==> config.mk <==
export PLATFORM = sky130hd
export DESIGN_NAME = tlul_lsu_host
export DESIGN_NICKNAME = d
export VERILOG_FILES = /design/src/rtl/tlul_lsu_host.sv
export SDC_FILE = /design/constraint.sdc
export NUM_CORES = 1
export LEC_CHECK = 0
export CAP_MARGIN = 10
export CORE_ASPECT_RATIO = 0.5
export CORE_MARGIN = 2
export CORE_UTILIZATION = 41
export DETAILED_ROUTE_END_ITERATION = 8
export GPL_TIMING_DRIVEN = 0
export PLACE_DENSITY = 0.84
export SLEW_MARGIN = 20
export SYNTH_ARGS = -nofsm -noshare
export SYNTH_HDL_FRONTEND = slang
export SYNTH_SLANG_ARGS = --single-unit
==> constraint.sdc <==
create_clock -name clk_i -period 3.6 [get_ports clk_i]
set_input_delay 1.08 -clock clk_i [delete_from_list [all_inputs] [get_ports clk_i]]
set_output_delay 1.08 -clock clk_i [all_outputs]
set_load 0.1 [all_outputs]
==> src/rtl/tlul_lsu_host.sv <==
// TL-UL host adapter: turns the LSU req/gnt port into TL-UL A-channel beats
// and returns in-order D-channel responses as rvalid/rdata/err.

package tlul_pkg;

  localparam int unsigned TL_AW  = 32;
  localparam int unsigned TL_DW  = 32;
  localparam int unsigned TL_AIW = 8;
  localparam int unsigned TL_DIW = 1;
  localparam int unsigned TL_SZW = 2;
  localparam int unsigned TL_DBW = 4;
  localparam int unsigned TL_UW  = 8;

  typedef enum logic [2:0] {
    PutFullData    = 3'h0,
    PutPartialData = 3'h1,
    Get            = 3'h4
  } tl_a_op_e;

  typedef enum logic [2:0] {
    AccessAck     = 3'h0,
    AccessAckData = 3'h1
  } tl_d_op_e;

  typedef struct packed {
    logic                a_valid;
    tl_a_op_e            a_opcode;
    logic [2:0]          a_param;
    logic [TL_SZW-1:0]   a_size;
    logic [TL_AIW-1:0]   a_source;
    logic [TL_AW-1:0]    a_address;
    logic [TL_DBW-1:0]   a_mask;
    logic [TL_DW-1:0]    a_data;
    logic [TL_UW-1:0]    a_user;
    logic                d_ready;
  } tl_h2d_t;

  typedef struct packed {
    logic                d_valid;
    tl_d_op_e            d_opcode;
    logic [2:0]          d_param;
    logic [TL_SZW-1:0]   d_size;
    logic [TL_AIW-1:0]   d_source;
    logic [TL_DIW-1:0]   d_sink;
    logic [TL_DW-1:0]    d_data;
    logic [TL_UW-1:0]    d_user;
    logic                d_error;
    logic                a_ready;
  } tl_d2h_t;

endpackage

module tlul_lsu_host
  import tlul_pkg::*;
#(
  parameter int unsigned MaxOutstanding = 2,
  parameter int unsigned SrcW           = 3
) (
  input  logic                   clk_i,
  input  logic                   rst_ni,
  input  logic                   req_i,
  output logic                   gnt_o,
  input  logic                   we_i,
  input  logic [31:0]            addr_i,
  input  logic [31:0]            wdata_i,
  input  logic [3:0]             be_i,
  output logic                   rvalid_o,
  output logic [31:0]            rdata_o,
  output logic                   err_o,
  output logic                   busy_o,
  output logic                   unexp_o,
  output tlul_pkg::tl_h2d_t      tl_h_o,
  input  tlul_pkg::tl_d2h_t      tl_h_i
);

  localparam int unsigned PtrW = (MaxOutstanding > 1) ? $clog2(MaxOutstanding) : 1;
  localparam int unsigned CntW = $clog2(MaxOutstanding + 1);

  typedef struct packed {
    logic [SrcW-1:0] src;
    logic            we;
  } rsp_entry_t;

  tl_h2d_t          a_q;
  logic [CntW-1:0]  cnt_q;
  logic [SrcW-1:0]  src_q;
  logic [PtrW-1:0]  wr_ptr_q, rd_ptr_q;
  rsp_entry_t       fifo_q [MaxOutstanding];
  logic             rvalid_q, err_q, unexp_q;
  logic [31:0]      rdata_q;

  logic             accept, d_pop, d_stray, rsp_err;
  logic [CntW-1:0]  cnt_after_pop;
  rsp_entry_t       head;
  tl_a_op_e         a_opcode_d;
  tl_d_op_e         d_opcode_exp;
  logic             unused_inputs;

  function automatic logic [PtrW-1:0] ptr_inc(input logic [PtrW-1:0] p);
    return (32'(p) == MaxOutstanding - 1) ? '0 : p + PtrW'(1);
  endfunction

  function automatic logic [SrcW-1:0] src_inc(input logic [SrcW-1:0] s);
    return (32'(s) == MaxOutstanding - 1) ? '0 : s + SrcW'(1);
  endfunction

  // FIFO occupancy always equals cnt_q, so cnt_q doubles as its fill level.
  assign d_pop         = tl_h_i.d_valid && (cnt_q != '0);
  assign d_stray       = tl_h_i.d_valid && (cnt_q == '0);
  assign cnt_after_pop = cnt_q - CntW'(d_pop);
  assign gnt_o         = (32'(cnt_after_pop) < MaxOutstanding) &&
                         (!a_q.a_valid || tl_h_i.a_ready);
  assign accept        = req_i && gnt_o;
  assign head          = fifo_q[rd_ptr_q];
  assign busy_o        = (cnt_q != '0) || a_q.a_valid;

  assign rvalid_o      = rvalid_q;
  assign rdata_o       = rdata_q;
  assign err_o         = err_q;
  assign unexp_o       = unexp_q;

  assign unused_inputs = ^{addr_i[1:0], tl_h_i.d_param, tl_h_i.d_size,
                           tl_h_i.d_sink, tl_h_i.d_user};

  // Request decode: opcode selection and expected response opcode for the head.
  always_comb begin
    a_opcode_d = Get;
    if (we_i) begin
      a_opcode_d = (be_i == 4'hF) ? PutFullData : PutPartialData;
    end
    d_opcode_exp = head.we ? AccessAck : AccessAckData;
    rsp_err = tl_h_i.d_error ||
              (tl_h_i.d_source != TL_AIW'(head.src)) ||
              (tl_h_i.d_opcode != d_opcode_exp);
  end

  // Output struct: registered A channel with d_ready tied high.
  always_comb begin
    tl_h_o         = a_q;
    tl_h_o.d_ready = 1'b1;
  end

  // A-channel register: load on accept, hold under backpressure, drop after handshake.
  always_ff @(posedge clk_i) begin
    if (!rst_ni) begin
      a_q <= '0;
    end else if (accept) begin
      a_q.a_valid   <= 1'b1;
      a_q.a_opcode  <= a_opcode_d;
      a_q.a_param   <= '0;
      a_q.a_size    <= 2'd2;
      a_q.a_source  <= TL_AIW'(src_q);
      a_q.a_address <= {addr_i[31:2], 2'b00};
      a_q.a_mask    <= we_i ? be_i : 4'hF;
      a_q.a_data    <= we_i ? wdata_i : '0;
      a_q.a_user    <= '0;
      a_q.d_ready   <= 1'b0;
    end else if (tl_h_i.a_ready) begin
      a_q.a_valid <= 1'b0;
    end
  end

  // Outstanding count, source counter and response FIFO pointers.
  always_ff @(posedge clk_i) begin
    if (!rst_ni) begin
      cnt_q    <= '0;
      src_q    <= '0;
      wr_ptr_q <= '0;
      rd_ptr_q <= '0;
    end else begin
      cnt_q <= cnt_q + CntW'(accept) - CntW'(d_pop);
      if (accept) begin
        src_q    <= src_inc(src_q);
        wr_ptr_q <= ptr_inc(wr_ptr_q);
      end
      if (d_pop) begin
        rd_ptr_q <= ptr_inc(rd_ptr_q);
      end
    end
  end

  // Response FIFO storage: {source, we} of each accepted request.
  always_ff @(posedge clk_i) begin
    if (accept) begin
      fifo_q[wr_ptr_q] <= '{src: src_q, we: we_i};
    end
  end

  // Response register and sticky unexpected-response flag.
  always_ff @(posedge clk_i) begin
    if (!rst_ni) begin
      rvalid_q <= 1'b0;
      rdata_q  <= '0;
      err_q    <= 1'b0;
      unexp_q  <= 1'b0;
    end else begin
      rvalid_q <= d_pop;
      rdata_q  <= (d_pop && !head.we) ? tl_h_i.d_data : '0;
      err_q    <= d_pop && rsp_err;
      unexp_q  <= unexp_q || d_stray;
    end
  end

endmodule

# After elaboration in Yosys (flattened, before gate mapping)
# Memories as Yosys holds them, arrays and structs flattened. A register that Yosys moved wholly into a read port is not among the register bits.
# Index checks and enable logic that the tools add are counted.
[word_totals]
n_memories = 1
regBits = 116
ramBits = 8
output_inout_bits = 131
in_bits = 132
elab_cells = 58
[op_classes]
n_eq_ne = 4
n_addsub = 6
n_reduce_logical = 17
order_cmp = 1
muxes = 14
[mem_list]
columns = ["name", "words", "word_bits", "rd", "rd_ports_with_merged_regs", "wr", "line", "source"]
rows = [
  ["fifo_q", 2, 4, 1, 1, 1, "88", "rsp_entry_t fifo_q [MaxOutstanding];"],
]
[op_table]
columns = ["op", "n"]
rows = [
  ["$mux W32", 1],
  ["$mux W1", 10],
  ["$ne A8 B3 Y1", 1],
  ["$logic_and A1 B1 Y1", 6],
  ["$mux W3", 2],
  ["$logic_or A1 B1 Y1", 5],
  ["$eq A4 B4 Y1 const B", 1],
  ["$mux W4", 1],
  ["$reduce_bool A2 Y1", 2],
  ["$sub A2 B1 Y2", 2],
  ["$add A3 B1 Y3 const B", 1],
  ["$eq A3 B1 Y1 const B", 1],
  ["$ne A3 B1 Y1", 1],
  ["$add A1 B1 Y1 const B", 2],
  ["$add A2 B1 Y2", 1],
  ["$logic_not A1 Y1", 2],
  ["$logic_not A2 Y1", 1],
  ["$lt A2 B2 Y1 const B", 1],
  ["$reduce_and A2 Y1", 1],
]

# Logic depth before layout (Yosys ltp)
[logic_depth]
depth_word = 8
depth_mapped = 11
depth_no_buf = 9

# Least setup slack after synthesis
# Ideal clock, no wire load.
[synth_path]
kind = "input port to output port"
from = "input tl_h_i[59] in the netlist's numbering"
to = "output gnt_o"
path_stages = 2
setup_slack_ns = 0.556
n_path_buf = 0
t_arrival_ns = 1.964
required_ns = 2.520
path_cell_list = "nor2b_1 o21a_1"
[synth_via]
elab_chain_cells = 4
[synth_lines]
columns = ["item", "line", "source"]
rows = [
  ["from (decl)", "73", "input tlul_pkg::tl_d2h_t tl_h_i"],
  ["$logic_and A1 B1 Y1", "108", "assign d_pop = tl_h_i.d_valid && (cnt_q != '0);"],
  ["$sub A2 B1 Y2", "110", "assign cnt_after_pop = cnt_q - CntW'(d_pop);"],
  ["$lt A2 B2 Y1", "111", "assign gnt_o = (32'(cnt_after_pop) < MaxOutstanding) &&"],
  ["$logic_and A1 B1 Y1", "111", ""],
  ["to (decl)", "62", "output logic gnt_o,"],
]
# No other way between the ends.

# Final worst setup path
# Ends and elaborated chain as after synthesis.

==> impl_metrics.env <==
export IMPL_status="complete, no violations"
export IMPL_path_class="input pin to output pin"
export IMPL_dpl_cell_area_mm2=0.00712
export IMPL_vias=4141
export IMPL_drt_iter0_drc=127
export IMPL_die_area_mm2=0.0122
export IMPL_vias_per_cell=4.63
export IMPL_cp_num_buf_inv=2
export IMPL_synth_commonest_cells="dfxtp_1 (116), nand2_1 (103), a21boi_1 (67)"
export IMPL_ys_seq_elements=124
export IMPL_async_flop_share_pct=0
export IMPL_grt_pass1_vias=4139
export IMPL_critPathMaxStageDelay_ns=0.54
export IMPL_crit_arrival_ns=2.42
export IMPL_crit_family="buffers and inverters"
export IMPL_cp_max_fo=3
export IMPL_whs_path_depth=2
export IMPL_fillers=852
export IMPL_syn_to_final_growth_pct=65.8
export IMPL_hold_buffers=0
export IMPL_synthFlopType="dfxtp_1"
export IMPL_cp_cell_sequence="clkdlybuf4s50_1, nor2b_1, o21a_1, clkdlybuf4s15_2"
export IMPL_die_width_um=154
export IMPL_insertion_delay_ns=0.40
export IMPL_wl_per_cell_um=14.6
export IMPL_diodes=0
export IMPL_vdd_ir_drop_max_mv=0.338
export IMPL_slowest_stage="clkdlybuf4s15_2"
export IMPL_rsz0062_at_grt="no"
export IMPL_synth_top_cell_area_share_pct=50.3
export IMPL_final_nets=871
export IMPL_period_share_pct=97.2
export IMPL_clk_pin_slew_ns=0.05
export IMPL_cts_buffers=17
export IMPL_port_buffers=225
export IMPL_rows=27
export IMPL_setup_viol=0
export IMPL_hold_viol=0
export IMPL_maxSlewHeadroom_pct=30.3
export IMPL_cts_setup_buffers=0
export IMPL_clkSinkCount=124
export IMPL_min_period_ns=3.50
export IMPL_io_pin_count=263
export IMPL_syn_inst=474
export IMPL_syn_area_mm2=0.00462
export IMPL_synth_enable_flop_cells=8
export IMPL_worst_pin_slew_ns=1.04
export IMPL_slew_violations=0
export IMPL_final_core_util_pct=69.7
export IMPL_cts_root_buf="clkbuf_16"
export IMPL_gp_congestion=0.804
export IMPL_ys_top_cells_by_area="dfxtp_1 (50%), a21boi_1 (11%), nand2_1 (8.4%), and2_1 (5.3%), edfxtp_1 (5.2%)"
export IMPL_fin_tns_setup_ns=0
export IMPL_cts_tree="yes"
export IMPL_dr_pass1_iters=4
export IMPL_grt_max_degree=17
export IMPL_grtUsageTotal_pct=21.4
export IMPL_hold_class="flip-flop to flip-flop"
export IMPL_max_freq_mhz=286
export IMPL_fin_area_mm2=0.00765
export IMPL_antenna_found_initial=0
export IMPL_cts_buffer_depth=2
export IMPL_cellLeakagePower_nw=3.05
export IMPL_grt_pass1_wl_mm=20.4
export IMPL_wirelength_mm=13.1
export IMPL_start_util_pct=42.0
export IMPL_reg2regPathDepth=11
export IMPL_grt_overflow_total=0
export IMPL_core_area_mm2=0.0110
export IMPL_path_depth=4
export IMPL_ant_nets=0
export IMPL_synth_seq_area_share_pct=55.5
export IMPL_synth_top_area_cell="dfxtp_1"
export IMPL_endpoint_kind="output pin"
export IMPL_yosysUniqueCellTypes=35
export IMPL_power_density_mw_per_mm2=639
export IMPL_drc_errors=0
export IMPL_yosysMostFrequentCell="dfxtp_1"
export IMPL_cp_required_ns=2.52
export IMPL_holdWs_ns=0.447
export IMPL_yosys_warnings=0
export IMPL_syn_area_per_cell_um2=9.74
export IMPL_h_tree_depth=4
export IMPL_skew_ns=0.00511
export IMPL_dpl_hpwl_mm=9.74
export IMPL_die_y_um=79.0
export IMPL_layout_drive_gt1_share_pct=9.60
export IMPL_maxCapViolCount=0
export IMPL_cp_start_kind="input pin"
==> layout make-up <==
type,count,area [um2],share of cell area [%]
multi-input combinational,310,1750,22.9
buffer,54,348,4.54
inverter,5,23.8,0.311
clock inverter,7,36.3,0.474
sequential,124,2560,33.5
tap,145,181,2.37
timing repair buffer,225,2250,29.4
clock buffer,25,497,6.49
==> through the flow <==
stage	setup WS (ns)	power, mW	instances
floorplan	0.556	2.93	493
global placement	-0.471	3.36	863
detailed placement	-0.482	3.39	863
CTS	0.0873	4.92	895
global route	0.0556	5.07	895
finish	0.0994	4.89	895
==> final timing paths <==
kind	start	end	slack (ns)
setup / recovery	tl_h_i[59]	gnt_o	0.1
hold / removal	tl_h_o[22]$_SDFFE_PN0P_	tl_h_o[22]$_SDFFE_PN0P_	0.45
setup reg to reg	cnt_q[0]$_SDFF_PN0_	cnt_q[1]$_SDFF_PN0_	1.53
hold reg to reg	tl_h_o[22]$_SDFFE_PN0P_	tl_h_o[22]$_SDFFE_PN0P_	0.45
==> cells in the final DEF (no fill, tap or decap), drive strengths merged, types with 2 or more instances in the layout <==
cell type	synthesis	final
mux2i	5	5
a21oi	2	2
clkbuf	16	41
dfxtp	116	116
ha	2	2
nand2	103	103
nand2b	2	2
buf	38	38
conb	2	21
inv	5	6
o21a	3	3
nor2	2	2
clkinv	0	6
nand3	34	34
nand3b	4	4
nor2b	3	3
o211a	6	6
edfxtp	8	8
nor4	3	3
clkdlybuf4s50	0	224
xnor2	7	7
a21boi	68	68
and2	39	39
==> power by group <==
part	switching [mW]	internal (mW)	leakage (nW)
sequential	0.0697	1.53	1.02
combinational	1.27	0.486	1.76
clock	0.580	0.950	0.270
==> kinds of logic (layout without fill, tap and decap cells) <==
| kind of cell | after synthesis | after routing | synth area share [%] |
|---|---|---|---|
| and+or+nand+nor | 194 | 194 | 20.0 |
| muxes | 5 | 5 | 1.08 |
| other | 2 | 21 | 0.163 |
| DFF | 124 | 124 | 55.5 |
| AOI/OAI and AO/OA | 80 | 80 | 13.2 |
| adders and majority gates | 2 | 2 | 0.542 |
| buffers and inverters | 59 | 316 | 8.05 |
| xor gates and xnor gates | 8 | 8 | 1.52 |
==> worst reg2reg max path: cells and delay by family, from the launching register on <==
| family | cells | cell delay (ns) |
|---|---|---|
| AO/OA/AOI/OAI | 1 | 0.17 |
| XOR/XNOR | 2 | 0.25 |
| adder cells (fa/ha/maj) | 2 | 0.46 |
| buffers and inverters | 4 | 0.44 |
| flip-flops | 1 | 0.34 |
| AND/OR/NAND/NOR | 2 | 0.31 |
==> what timing repair did <==
item	in CTS	in global routing
setup endpoints to repair	1	0
resized for setup	3	0
hold endpoints to repair	0	0
==> state kept, by name (all words and copies together), names as in the netlist, named ones only <==
name	count
rd_ptr_q	1
cnt_q	2
src_q	3
rdata_o	32
wr_ptr_q	1
fifo_q	8
unexp_o	1
err_o	1
rvalid_o	1
tl_h_o	73
==> routing by layer <==
metal	global-route usage [%]	vias up	wire, um
li1	-	2037	-
met1	24.3	1911	5480
met2	37.8	152	6390
met3	5.95	41	736
met4	10.0	0	454
met5	0	-	0
Power figures use the tool's default switching activity.
